### config.mk
export PLATFORM = sky130hd
export DESIGN_NAME = com_bus_arbiter_rr
export DESIGN_NICKNAME = d
export VERILOG_FILES = /design/src/rtl/com_bus_arbiter_rr.sv
export SDC_FILE = /design/constraint.sdc
export NUM_CORES = 1
export LEC_CHECK = 0
export BUFFER_PORTS_ARGS = -buffer_cell sky130_fd_sc_hd__buf_2
export CELL_PAD_IN_SITES_DETAIL_PLACEMENT = 2
export CELL_PAD_IN_SITES_GLOBAL_PLACEMENT = 2
export CORE_UTILIZATION = 30
export DETAILED_ROUTE_END_ITERATION = 16
export PLACE_DENSITY = 0.66
export SLEW_MARGIN = 20
export SYNTH_ARGS = -nofsm -noshare
export SYNTH_HDL_FRONTEND = slang
export SYNTH_SLANG_ARGS = --single-unit
### constraint.sdc
create_clock -name clk -period 8.2 [get_ports clk]
set_clock_uncertainty 0.05 [all_clocks]
set_input_delay 0.82 -clock clk [delete_from_list [all_inputs] [get_ports clk]]
set_output_delay 0.82 -clock clk [all_outputs]
set_load 0.03 [all_outputs]
### src/rtl/com_bus_arbiter_rr.sv
// Round-robin common-bus arbiter for the MESI cache system: a proc domain with turnaround and
// hold watchdog, plus a snoop domain (caches before memory) that is live only under a proc grant.
module com_bus_arbiter_rr #(
  parameter int NUM_PROC  = 8,
  parameter int NUM_SNOOP = 4,
  parameter int MAX_HOLD  = 64,
  localparam int PW = (NUM_PROC  > 1) ? $clog2(NUM_PROC)  : 1,
  localparam int SW = (NUM_SNOOP > 1) ? $clog2(NUM_SNOOP) : 1,
  localparam int CW = $clog2(MAX_HOLD)
) (
  input  logic                 clk,
  input  logic                 rst,
  input  logic [NUM_PROC-1:0]  Com_Bus_Req_proc,
  input  logic [NUM_SNOOP-1:0] Com_Bus_Req_snoop,
  input  logic                 Mem_snoop_req,
  output logic [NUM_PROC-1:0]  Com_Bus_Gnt_proc,
  output logic [NUM_SNOOP-1:0] Com_Bus_Gnt_snoop,
  output logic                 Mem_snoop_gnt,
  output logic [PW-1:0]        proc_owner,
  output logic                 bus_busy,
  output logic                 hold_timeout
);

  typedef enum logic [1:0] {P_IDLE, P_GNT, P_TURN} p_state_t;
  typedef enum logic       {S_IDLE, S_GNT}         s_state_t;

  p_state_t             p_state_q, p_state_d;
  s_state_t             s_state_q, s_state_d;
  logic [NUM_PROC-1:0]  gnt_proc_q, gnt_proc_d;
  logic [NUM_PROC-1:0]  mask_q, mask_d;
  logic [PW-1:0]        owner_q, owner_d;
  logic [PW-1:0]        pptr_q, pptr_d;
  logic [CW-1:0]        cnt_q, cnt_d;
  logic                 busy_q, busy_d;
  logic                 tmo_q, tmo_d;
  logic [NUM_SNOOP-1:0] gnt_snoop_q, gnt_snoop_d;
  logic [SW-1:0]        sowner_q, sowner_d;
  logic [SW-1:0]        sptr_q, sptr_d;
  logic                 mem_gnt_q, mem_gnt_d;
  logic                 s_mem_q, s_mem_d;

  logic                 p_release, p_hold;
  logic [NUM_PROC-1:0]  elig_p;
  logic [NUM_SNOOP-1:0] elig_s, excl_s;
  logic [4:0]           pick_p, pick_s;

  // First set bit of req at or after ptr, wrapping at n; lowest offset wins.
  function automatic logic [4:0] rr_pick(input logic [15:0] req, input logic [4:0] n,
                                         input logic [4:0] ptr);
    logic [4:0] idx;
    rr_pick = '0;
    for (int k = 15; k >= 0; k--) begin
      idx = ptr + 5'(k);
      if (idx >= n) idx = idx - n;
      if ((5'(k) < n) && req[idx[3:0]]) rr_pick = idx;
    end
  endfunction

  always_comb begin
    p_state_d  = p_state_q;
    gnt_proc_d = gnt_proc_q;
    owner_d    = owner_q;
    pptr_d     = pptr_q;
    cnt_d      = cnt_q;
    busy_d     = busy_q;
    tmo_d      = 1'b0;
    mask_d     = mask_q & Com_Bus_Req_proc;
    p_release  = 1'b0;
    p_hold     = 1'b0;
    elig_p     = Com_Bus_Req_proc & ~mask_q;
    pick_p     = rr_pick(16'(elig_p), 5'(NUM_PROC), 5'(pptr_q));

    case (p_state_q)
      P_GNT: begin
        if (!Com_Bus_Req_proc[owner_q]) begin
          p_release = 1'b1;
        end else if (cnt_q == CW'(MAX_HOLD - 1)) begin
          p_release       = 1'b1;
          tmo_d           = 1'b1;
          mask_d[owner_q] = 1'b1;
        end else begin
          p_hold = 1'b1;
          cnt_d  = cnt_q + CW'(1);
        end
        if (p_release) begin
          gnt_proc_d = '0;
          busy_d     = 1'b0;
          pptr_d     = (owner_q == PW'(NUM_PROC - 1)) ? '0 : owner_q + PW'(1);
          p_state_d  = P_TURN;
        end
      end
      // The P_TURN cycle itself is the bus gap, so its closing edge may arbitrate.
      default: begin
        if (|elig_p) begin
          gnt_proc_d = NUM_PROC'(1) << pick_p;
          owner_d    = pick_p[PW-1:0];
          busy_d     = 1'b1;
          cnt_d      = '0;
          p_state_d  = P_GNT;
        end else begin
          gnt_proc_d = '0;
          busy_d     = 1'b0;
          p_state_d  = P_IDLE;
        end
      end
    endcase

    s_state_d   = s_state_q;
    gnt_snoop_d = gnt_snoop_q;
    sowner_d    = sowner_q;
    sptr_d      = sptr_q;
    mem_gnt_d   = mem_gnt_q;
    s_mem_d     = s_mem_q;
    excl_s      = '0;
    for (int i = 0; i < NUM_SNOOP; i++) begin
      if ((i < NUM_PROC) && (owner_q == PW'(i))) excl_s[i] = 1'b1;
    end
    elig_s = Com_Bus_Req_snoop & ~excl_s;
    pick_s = rr_pick(16'(elig_s), 5'(NUM_SNOOP), 5'(sptr_q));

    if (!p_hold) begin
      gnt_snoop_d = '0;
      mem_gnt_d   = 1'b0;
      s_state_d   = S_IDLE;
    end else begin
      case (s_state_q)
        S_IDLE: begin
          if (|elig_s) begin
            gnt_snoop_d = NUM_SNOOP'(1) << pick_s;
            sowner_d    = pick_s[SW-1:0];
            s_mem_d     = 1'b0;
            s_state_d   = S_GNT;
          end else if (Mem_snoop_req) begin
            mem_gnt_d = 1'b1;
            s_mem_d   = 1'b1;
            s_state_d = S_GNT;
          end
        end
        default: begin
          if (s_mem_q) begin
            if (!Mem_snoop_req) begin
              mem_gnt_d = 1'b0;
              s_state_d = S_IDLE;
            end
          end else if (!Com_Bus_Req_snoop[sowner_q]) begin
            gnt_snoop_d = '0;
            sptr_d      = (sowner_q == SW'(NUM_SNOOP - 1)) ? '0 : sowner_q + SW'(1);
            s_state_d   = S_IDLE;
          end
        end
      endcase
    end
  end

  always_ff @(posedge clk or posedge rst) begin
    if (rst) begin
      p_state_q   <= P_IDLE;
      s_state_q   <= S_IDLE;
      gnt_proc_q  <= '0;
      mask_q      <= '0;
      owner_q     <= '0;
      pptr_q      <= '0;
      cnt_q       <= '0;
      busy_q      <= 1'b0;
      tmo_q       <= 1'b0;
      gnt_snoop_q <= '0;
      sowner_q    <= '0;
      sptr_q      <= '0;
      mem_gnt_q   <= 1'b0;
      s_mem_q     <= 1'b0;
    end else begin
      p_state_q   <= p_state_d;
      s_state_q   <= s_state_d;
      gnt_proc_q  <= gnt_proc_d;
      mask_q      <= mask_d;
      owner_q     <= owner_d;
      pptr_q      <= pptr_d;
      cnt_q       <= cnt_d;
      busy_q      <= busy_d;
      tmo_q       <= tmo_d;
      gnt_snoop_q <= gnt_snoop_d;
      sowner_q    <= sowner_d;
      sptr_q      <= sptr_d;
      mem_gnt_q   <= mem_gnt_d;
      s_mem_q     <= s_mem_d;
    end
  end

  assign Com_Bus_Gnt_proc  = gnt_proc_q;
  assign Com_Bus_Gnt_snoop = gnt_snoop_q;
  assign Mem_snoop_gnt     = mem_gnt_q;
  assign proc_owner        = owner_q;
  assign bus_busy          = busy_q;
  assign hold_timeout      = tmo_q;

endmodule

Word-level counts from Yosys, hierarchy flattened
Index checks and enable logic that the tools add are counted.
Widths: inputs -> output; s select.
{"block": "totals", "regBits": 43, "latch_bits": 0, "mem_bits_rw": 0, "mem_bits_ro": 0, "memories": 0}
{"block": "op_classes", "addsub": 25, "n_mul": 0, "n_div": 0, "magnitude_cmp": 27, "eq_ne": 17, "shift": 2, "n_mux": 102, "n_bitwise": 10, "n_reduce_logical": 14}
{"op": "$mux 5", "count": 24}
{"op": "$lt 4x5->1 const B", "count": 12}
{"op": "$bmux 1 s4", "count": 12}
{"op": "$mux 8", "count": 6}
{"op": "$mux 1", "count": 44}
{"op": "$sub 4x4->5 const B", "count": 7}
{"op": "$ge 4x4->1 const B", "count": 7}
{"op": "$mux 6", "count": 4}
{"op": "$mux 4", "count": 5}
{"op": "$ne 3x3->1 const B", "count": 6}
{"op": "$add 3x3->4 const B", "count": 4}
{"op": "$and 8x8->8", "count": 2}
{"op": "$reduce_and 3->1", "count": 4}
{"op": "$sub 3x3->4 const B", "count": 3}
{"op": "$ge 3x3->1 const B", "count": 3}
{"op": "$add 3x2->4 const B", "count": 2}
{"op": "$not 8->8", "count": 1}
{"op": "$or 8x8->8", "count": 1}
{"op": "$reduce_and 4->1", "count": 2}
{"op": "$reduce_or 8->1", "count": 1}
{"op": "$shl 1x5->8 const A", "count": 1}
{"op": "$add 2x2->3 const B", "count": 2}
{"op": "$add 6x1->6 const B", "count": 1}
{"op": "$eq 3x2->1 const B", "count": 2}
{"op": "other kinds (32)", "count": 41}

Longest topological paths before layout
Gate-level depths: netlist of the first run.
{"block": "depth", "word_depth": 16, "ltp_mapped": 13, "depth_no_buf": 11}

Least setup slack after synthesis of the first run
OpenSTA, ideal clock, no wires.
{"block": "synth_timing", "path_type": "register -> register", "from": "reg pptr_q[1]", "to": "reg gnt_proc_q[6], in the netlist Com_Bus_Gnt_proc[6]", "setup_time_ps": 122, "t_arrival_ps": 3123, "slack_ps": 4906, "stages_incl_launch_ff": 11, "period_less_slack_ps": 3294, "cell_sequence": "dfrtp_1 buf_4 clkinv_1 ha_1 buf_2 mux4_2 and3_1 o21bai_1 or4_4 and3b_1 a32o_1"}
{"block": "synth_via", "elab_chain_cells": 16, "word_cells_on_any_way": 58, "classes_between": "15 x add/sub; 8 x order compare; 1 x shift; 34 x mux"}
{"item": "from (decl)", "line": "32", "rtl": "logic [PW-1:0] pptr_q, pptr_d;"}
{"item": "from (signal assigned)", "line": "177", "rtl": "pptr_q <= pptr_d;"}
{"item": "$add 3x3->4", "line": "53", "rtl": "idx = ptr + 5'(k);"}
{"item": "$sub 4x4->5 / $ge 4x4->1 (equally long branches)", "line": "54", "rtl": "if (idx >= n) idx = idx - n;"}
{"item": "$mux 5", "line": "54"}
{"item": "$bmux 1 s4", "line": "55", "rtl": "if ((5'(k) < n) && req[idx[3:0]]) rr_pick = idx;"}
{"item": "$mux 1 (implied by the code)", "line": "55"}
{"item": "$mux 5 (7 in a row)", "line": "55"}
{"item": "$mux 5 (*)", "line": "55"}
{"item": "$shl 1x5->8 (*)", "line": "95", "rtl": "gnt_proc_d = NUM_PROC'(1) << pick_p;"}
{"item": "$mux 8 (*)", "line": "94", "rtl": "if (|elig_p) begin"}
{"item": "$mux 8 (*)", "line": "73", "rtl": "case (p_state_q)"}
{"item": "to (signal assigned)", "line": "174", "rtl": "gnt_proc_q <= gnt_proc_d;"}
{"item": "to (decl)", "line": "29", "rtl": "logic [NUM_PROC-1:0] gnt_proc_q, gnt_proc_d;"}
Every way passes the cells marked *; elsewhere a longest branch is shown, timed or not. The select of a mux whose other input is x is not followed.
A chain may end at the register's enable or synchronous reset.

Final worst setup path of the first run
Same ends and word-level chain as after synthesis.

==> qor.yml, run 1 <==
status: "completed"
critPathMaxFanout: 10
cp_num_buf_inv: 1
core_mm2: 0.01108
area_delta_synth_final_pct: 12.20
min_from: "Com_Bus_Gnt_proc[4]$_DFFE_PP0P_"
slew_headroom_pct: 59.82
ys_seq_elements: 42
dp.final_hpwl_um: 8046
fin_crit_sh_pct: 47.66
slew_violations: 0
p_seq_share_pct: 20.5
rsz0062_at_grt: "no"
cts_tree: "yes"
hold_path_class: "register to register"
port_buffers: 32
setup_tns_ns: 0
die_area_mm2: 0.01203
power_density_mw_per_mm2: 449.9
synth_fp_nets: 390
critPathTopFamily: "simple AND/OR/NAND/NOR gates"
postCtsResizedCells: 0
grt-ovfl-total: 0
synth-simple-area-share_pct: 18.17
p_int_uw: 862.5
num_rows: 38
grt_pass1_vias: 3289
grt_usage_pct: 20.20
drt_iter0_markers: 111
diodes: 0
cts_made_buffers: 5
synth-async-reset-ratio_pct: 100.0
cap_violations: 0
final_cell_mix: "nand2_1, dfrtp_1, buf_2"
setup_viol: 0
dieHeight_um: 109.7
slowest_delay_ns: 0.68
final-hold-violation-count: 0
synth-adder-area-share_pct: 7.197
clock_power_share_pct: 11.6
nets: 420
hold_ws_ns: 0.4300
fmax_mhz: 255.9
pin_count: 33
clock_path_buffers: 2
p_switching_uw: 892.6
crit_slowest_cell: "ha_1"
globalplace.congestion: 0.8163
fp.dieW_um: 109.7
crit_path_end_kind: "register"
ir_drop_mv: 0.1563
final_common_cell: "nand2_1"
antenna_found_initial: 0
drt_first_pass_iters: 5
start_kind: "register"
drt_wl_total_um: 10880
arrival_ns: 4.04
r2r-start: "pptr_q[1]$_DFFE_PP0P_"
synth_top_family_by_area: "multiplexers"
synth_compound_area_share_pct: 16.26
period_needed_ns: 3.908
cts-root-buf: "clkbuf_16"
grt_max_degree: 43
syn_avg_cell_area_um2: 9.795
path_clk_slew_ns: 0.07
drive_above_1_share_pct: 17.62
grt_pass1_wl_um: 18380
htreeDepth: 2
worstSetupPathType: "register to register"
critPathRequiredTime_ns: 8.33
postCtsHoldBufs: 0
swShare_pct: 50.86
synth_edf_count: 0
num_vias: 2991
clock_latency_ns: 0.29
ys_warn_count: 0
netlist_area_mm2: 0.003477
yosys.area_share.xor_xnor_pct: 1.223
drtAntennaViolNets: 0
drc: 0
path_cells: "clkinv_1 > ha_1 > mux4_2 > and3_1 > o21bai_1 > or4_4 > and3b_1 > a32o_1"
cts_setup_buffers: 0
clkSinkCount: 42
synth_mux_area_share_pct: 21.73
floorplan.initialDensity_pct: 31.39
total_leakage_power_uw: 0.001805
syn_inst: 355
ys_seq_area_share_pct: 30.23
post_drt_wl_per_cell_um: 20.69
crit_start: "pptr_q[1]$_DFFE_PP0P_"
routed_via_density: 5.686
synth_flop_cell: "dfrtp_1"
synth.distinct_cells: 58
tightest_slew_ns: 0.6014
combPwrFrac_pct: 68.0
synthesized netlist by cell type (all sizes together) (4+ instances only):
library cell / n / area, um2
inv: 21 / 91.34
and3: 5 / 31.28
o22ai: 4 / 25.02
nor2b: 13 / 81.33
nor2: 12 / 45.04
a211oi: 4 / 35.03
a31oi: 4 / 25.02
a32o: 4 / 40.04
a21oi: 11 / 55.05
nand2: 48 / 180.2
mux2i: 20 / 200.2
o21ai: 32 / 160.1
nand2b: 14 / 95.09
mux4: 22 / 533.0
nand3: 10 / 50.05
dfrtp: 42 / 1051
o211ai: 4 / 30.03
clkbuf: 7 / 26.28
ha: 20 / 250.2
buf: 6 / 58.80
o31ai: 5 / 37.54
state kept, by name, indices dropped and copies added (netlist names):
register / cells
Com_Bus_Gnt_proc: 8
Com_Bus_Gnt_snoop: 4
Mem_snoop_gnt: 1
cnt_q: 6
hold_timeout: 1
mask_q: 8
p_state_q: 2
pptr_q: 3
proc_owner: 3
s_mem_q: 1
s_state_q: 1
sowner_q: 2
sptr_q: 2
final cells by class:
cell class	count	area, um2
clock buffers	5	125.1
repair buffers	36	190.2
fillers	1260	7177
flip-flops and latches	42	1051
multi-input cells	278	2246
clock inverters	3	18.77
inverters	22	95.09
well taps	140	175.2
power groups by stage:
stage	logic (uW)	registers, uW	clock network, uW
after floorplan	897	361	0
after global placement	1160	358	0
after detailed placement	1200	362	0
after CTS	1210	360	214
after global routing	1330	372	220
final	1190	359	203
cells by family after synthesis:
logic type / count (synthesis)
flip-flops: 42
AND/OR/NAND/NOR: 123
multiplexers: 44
XOR/XNOR: 4
buffers and inverters: 35
adder cells (fa/ha/maj): 20
AO/OA/AOI/OAI: 87
metal layers:
layer | wire length, um | part of all wire (%) | vias to the layer above | track usage (%)
met5 | 0 | 0 | - | 0
met4 | 142 | 1.3 | 0 | 4.857
met3 | 257 | 2.4 | 10 | 2.549
met2 | 5463 | 50 | 50 | 34.91
met1 | 5021 | 46 | 1554 | 26.73
li1 | - | - | 1377 | -
worst reg2reg max path: stages, from the launching register on:
cell and delay (ns):
dfrtp_1 0.61, clkinv_1 0.39, ha_1 0.68, mux4_2 0.57, and3_1 0.21, o21bai_1 0.22
or4_4 0.57, and3b_1 0.22, a32o_1 0.27
metrics by stage:
step           area (um2)  cells  utilization (%)  setup slack [ns]  total power (uW)
2_1_floorplan        3477    355                -             4.906              1257
3_3_place_gp         3757    518            33.92             4.502              1515
3_5_place_dp         3757    518            33.92             4.312              1559
4_1_cts              3901    526            35.22             4.303              1781
5_1_grt              3901    526            35.22             4.086              1918
6_report             3901    526            35.22             4.292              1755
worst paths after layout:
check	to	slack, ns	cells past startpoint
worst max-delay path	Com_Bus_Gnt_proc[6]$_DFFE_PP0P_	4.29	8
worst min-delay path	Com_Bus_Gnt_proc[4]$_DFFE_PP0P_	0.43	2
worst max register to register	Com_Bus_Gnt_proc[6]$_DFFE_PP0P_	4.29	8
worst min register to register	Com_Bus_Gnt_proc[4]$_DFFE_PP0P_	0.43	2
max in group asynchronous	mask_q[1]$_DFF_PP0_	7.08	3
min in group asynchronous	cnt_q[1]$_DFFE_PP0P_	0.62	3
No activity file was read; power rests on OpenSTA's default activity.
==> run 2, diff against run 1 <==
--- a/config.mk
+++ b/config.mk
@@ -10,7 +10,7 @@
 export CELL_PAD_IN_SITES_GLOBAL_PLACEMENT = 2
 export CORE_UTILIZATION = 30
 export DETAILED_ROUTE_END_ITERATION = 16
-export PLACE_DENSITY = 0.66
+export PLACE_DENSITY = 0.69
 export SLEW_MARGIN = 20
 export SYNTH_ARGS = -nofsm -noshare
 export SYNTH_HDL_FRONTEND = slang
==> constraint.sdc (replaced) <==
create_clock -name clk -period 3.5 [get_ports clk]
set_clock_uncertainty 0.05 [all_clocks]
set_input_delay 0.35 -clock clk [delete_from_list [all_inputs] [get_ports clk]]
set_output_delay 0.35 -clock clk [all_outputs]
set_load 0.03 [all_outputs]
==> run 2 against run 1 <==
Against the previous run: sequential cell count stayed put; sequential share of layout area is 0.51 points lower; register-to-register slack worse by 4.0 ns; critical path type unchanged; largest cell class unchanged; largest power group unchanged; non-clock buffer count up 10; final cell count increased by 1.9%; cell area grew 1.9%.
==> qor.yml, run 2 (same netlist as run 1, synthesis figures left out) <==
status: "completed"
slew_violations: 0
hold_ws_ns: 0.1321
globalplace.congestion: 0.8601
port_buffers: 32
setup_tns_ns: 0
period_needed_ns: 3.211
crit_path_end_kind: "register"
crit_slowest_cell: "or4_4"
power_density_mw_per_mm2: 1062
cts_made_buffers: 5
cap_violations: 0
postCtsHoldBufs: 0
grt_usage_pct: 19.29
grt_max_degree: 43
drtAntennaViolNets: 0
cts-root-buf: "clkbuf_16"
cp_num_buf_inv: 0
clkSinkCount: 42
floorplan.initialDensity_pct: 31.39
fmax_mhz: 311.5
drt_iter0_markers: 124
total_power_uw: 4225
final_cell_mix: "nand2_1, dfrtp_1, buf_2"
grt_pass1_vias: 3322
diodes: 0
slowest_delay_ns: 0.58
dieHeight_um: 109.7
fin_crit_sh_pct: 91.73
fillers: 1247
num_rows: 38
rsz0062_at_grt: "no"
pin_count: 33
die_area_mm2: 0.01203
slew_headroom_pct: 56.82
critPathRequiredTime_ns: 3.63
critPathTopFamily: "simple AND/OR/NAND/NOR gates"
cts_setup_buffers: 0
drc: 0
grt_pass1_wl_um: 17630
drive_above_1_share_pct: 19.70
start_kind: "register"
routed_via_density: 5.593
num_vias: 2998
path_cells: "ha_1 > xnor2_2 > mux4_2 > and3_1 > o21bai_1 > or4_4 > and3b_1 > a32o_1"
critPathMaxFanout: 8
total_leakage_power_uw: 0.001853
core_mm2: 0.01108
placed_cell_area_mm2: 0.003832
final-hold-violation-count: 0
post_drt_wl_per_cell_um: 19.77
clock_path_buffers: 2
fin_area_mm2: 0.003976
nets: 430
clock_latency_ns: 0.29
setup_viol: 0
grt-ovfl-total: 0
htreeDepth: 2
worstSetupPathType: "register to register"
tightest_slew_ns: 0.6464
drt_wl_total_um: 10600
hold_path_class: "primary input to asynchronous set/reset pin"
fp.dieW_um: 109.7
path_clk_slew_ns: 0.07
cts_tree: "yes"
postCtsResizedCells: 0
area_delta_synth_final_pct: 14.36
dp.final_hpwl_um: 7988
arrival_ns: 3.34
antenna_found_initial: 0
ir_drop_mv: 0.3279
drt_first_pass_iters: 4
final_common_cell: "nand2_1"
[run 2: final timing paths]
| check | from | end | slack [ns] | cells past startpoint |
|---|---|---|---|---|
| min reg2reg | Com_Bus_Gnt_proc[1]$_DFFE_PP0P_ | Com_Bus_Gnt_proc[1]$_DFFE_PP0P_ | 0.43 | 2 |
| max in group asynchronous | rst | mask_q[0]$_DFF_PP0_ | 2.89 | 3 |
| max | pptr_q[0]$_DFFE_PP0P_ | Com_Bus_Gnt_proc[7]$_DFFE_PP0P_ | 0.29 | 8 |
| min | rst | cnt_q[2]$_DFFE_PP0P_ | 0.13 | 3 |
| max reg2reg | pptr_q[0]$_DFFE_PP0P_ | Com_Bus_Gnt_proc[7]$_DFFE_PP0P_ | 0.29 | 8 |
| min in group clk | Com_Bus_Req_proc[0] | mask_q[0]$_DFF_PP0_ | 0.26 | 3 |
[run 2: metrics by stage]
stage	setup WS, ns	util (%)	cells
6_report	0.2894	35.89	536
5_1_grt	0.1301	35.89	536
4_1_cts	0.2754	35.89	536
3_5_place_dp	0.2804	34.59	528
3_3_place_gp	0.3982	34.59	528
2_1_floorplan	0.2056	-	355
[run 2: cell type report]
class | instances | area [um2] | area share [%]
Clock buffer | 5 | 125.1 | 3.147
Clock inverter | 3 | 18.77 | 0.4720
Inverter | 22 | 95.09 | 2.391
Multi-Input combinational cell | 278 | 2246 | 56.48
Sequential cell | 42 | 1051 | 26.43
Tap cell | 140 | 175.2 | 4.405
Timing Repair Buffer | 46 | 265.3 | 6.671
[run 2: power by group]
| group | total (uW) | leakage [uW] | switching, uW | internal (uW) |
|---|---|---|---|---|
| Sequential | 795 | 0.000557 | 171 | 624 |
| Combinational | 2950 | 0.00122 | 1710 | 1240 |
| Clock | 483 | 0.0000740 | 218 | 265 |
| Total | 4220 | 0.00185 | 2100 | 2130 |
[run 2: worst register-to-register path, stage by stage (launching register included)]
cell	delay, ns
dfrtp_1	0.50
ha_1	0.29
xnor2_2	0.38
mux4_2	0.37
and3_1	0.20
o21bai_1	0.23
or4_4	0.58
and3b_1	0.23
a32o_1	0.27
[run 2: routing by layer]
layer / up-vias / share of wire, % / track usage, %
met5: - / 0 / 0
met4: 0 / 2.0 / 6.286
met3: 19 / 3.2 / 2.490
met2: 61 / 49 / 32.97
met1: 1521 / 46 / 25.16
li1: 1397 / - / -
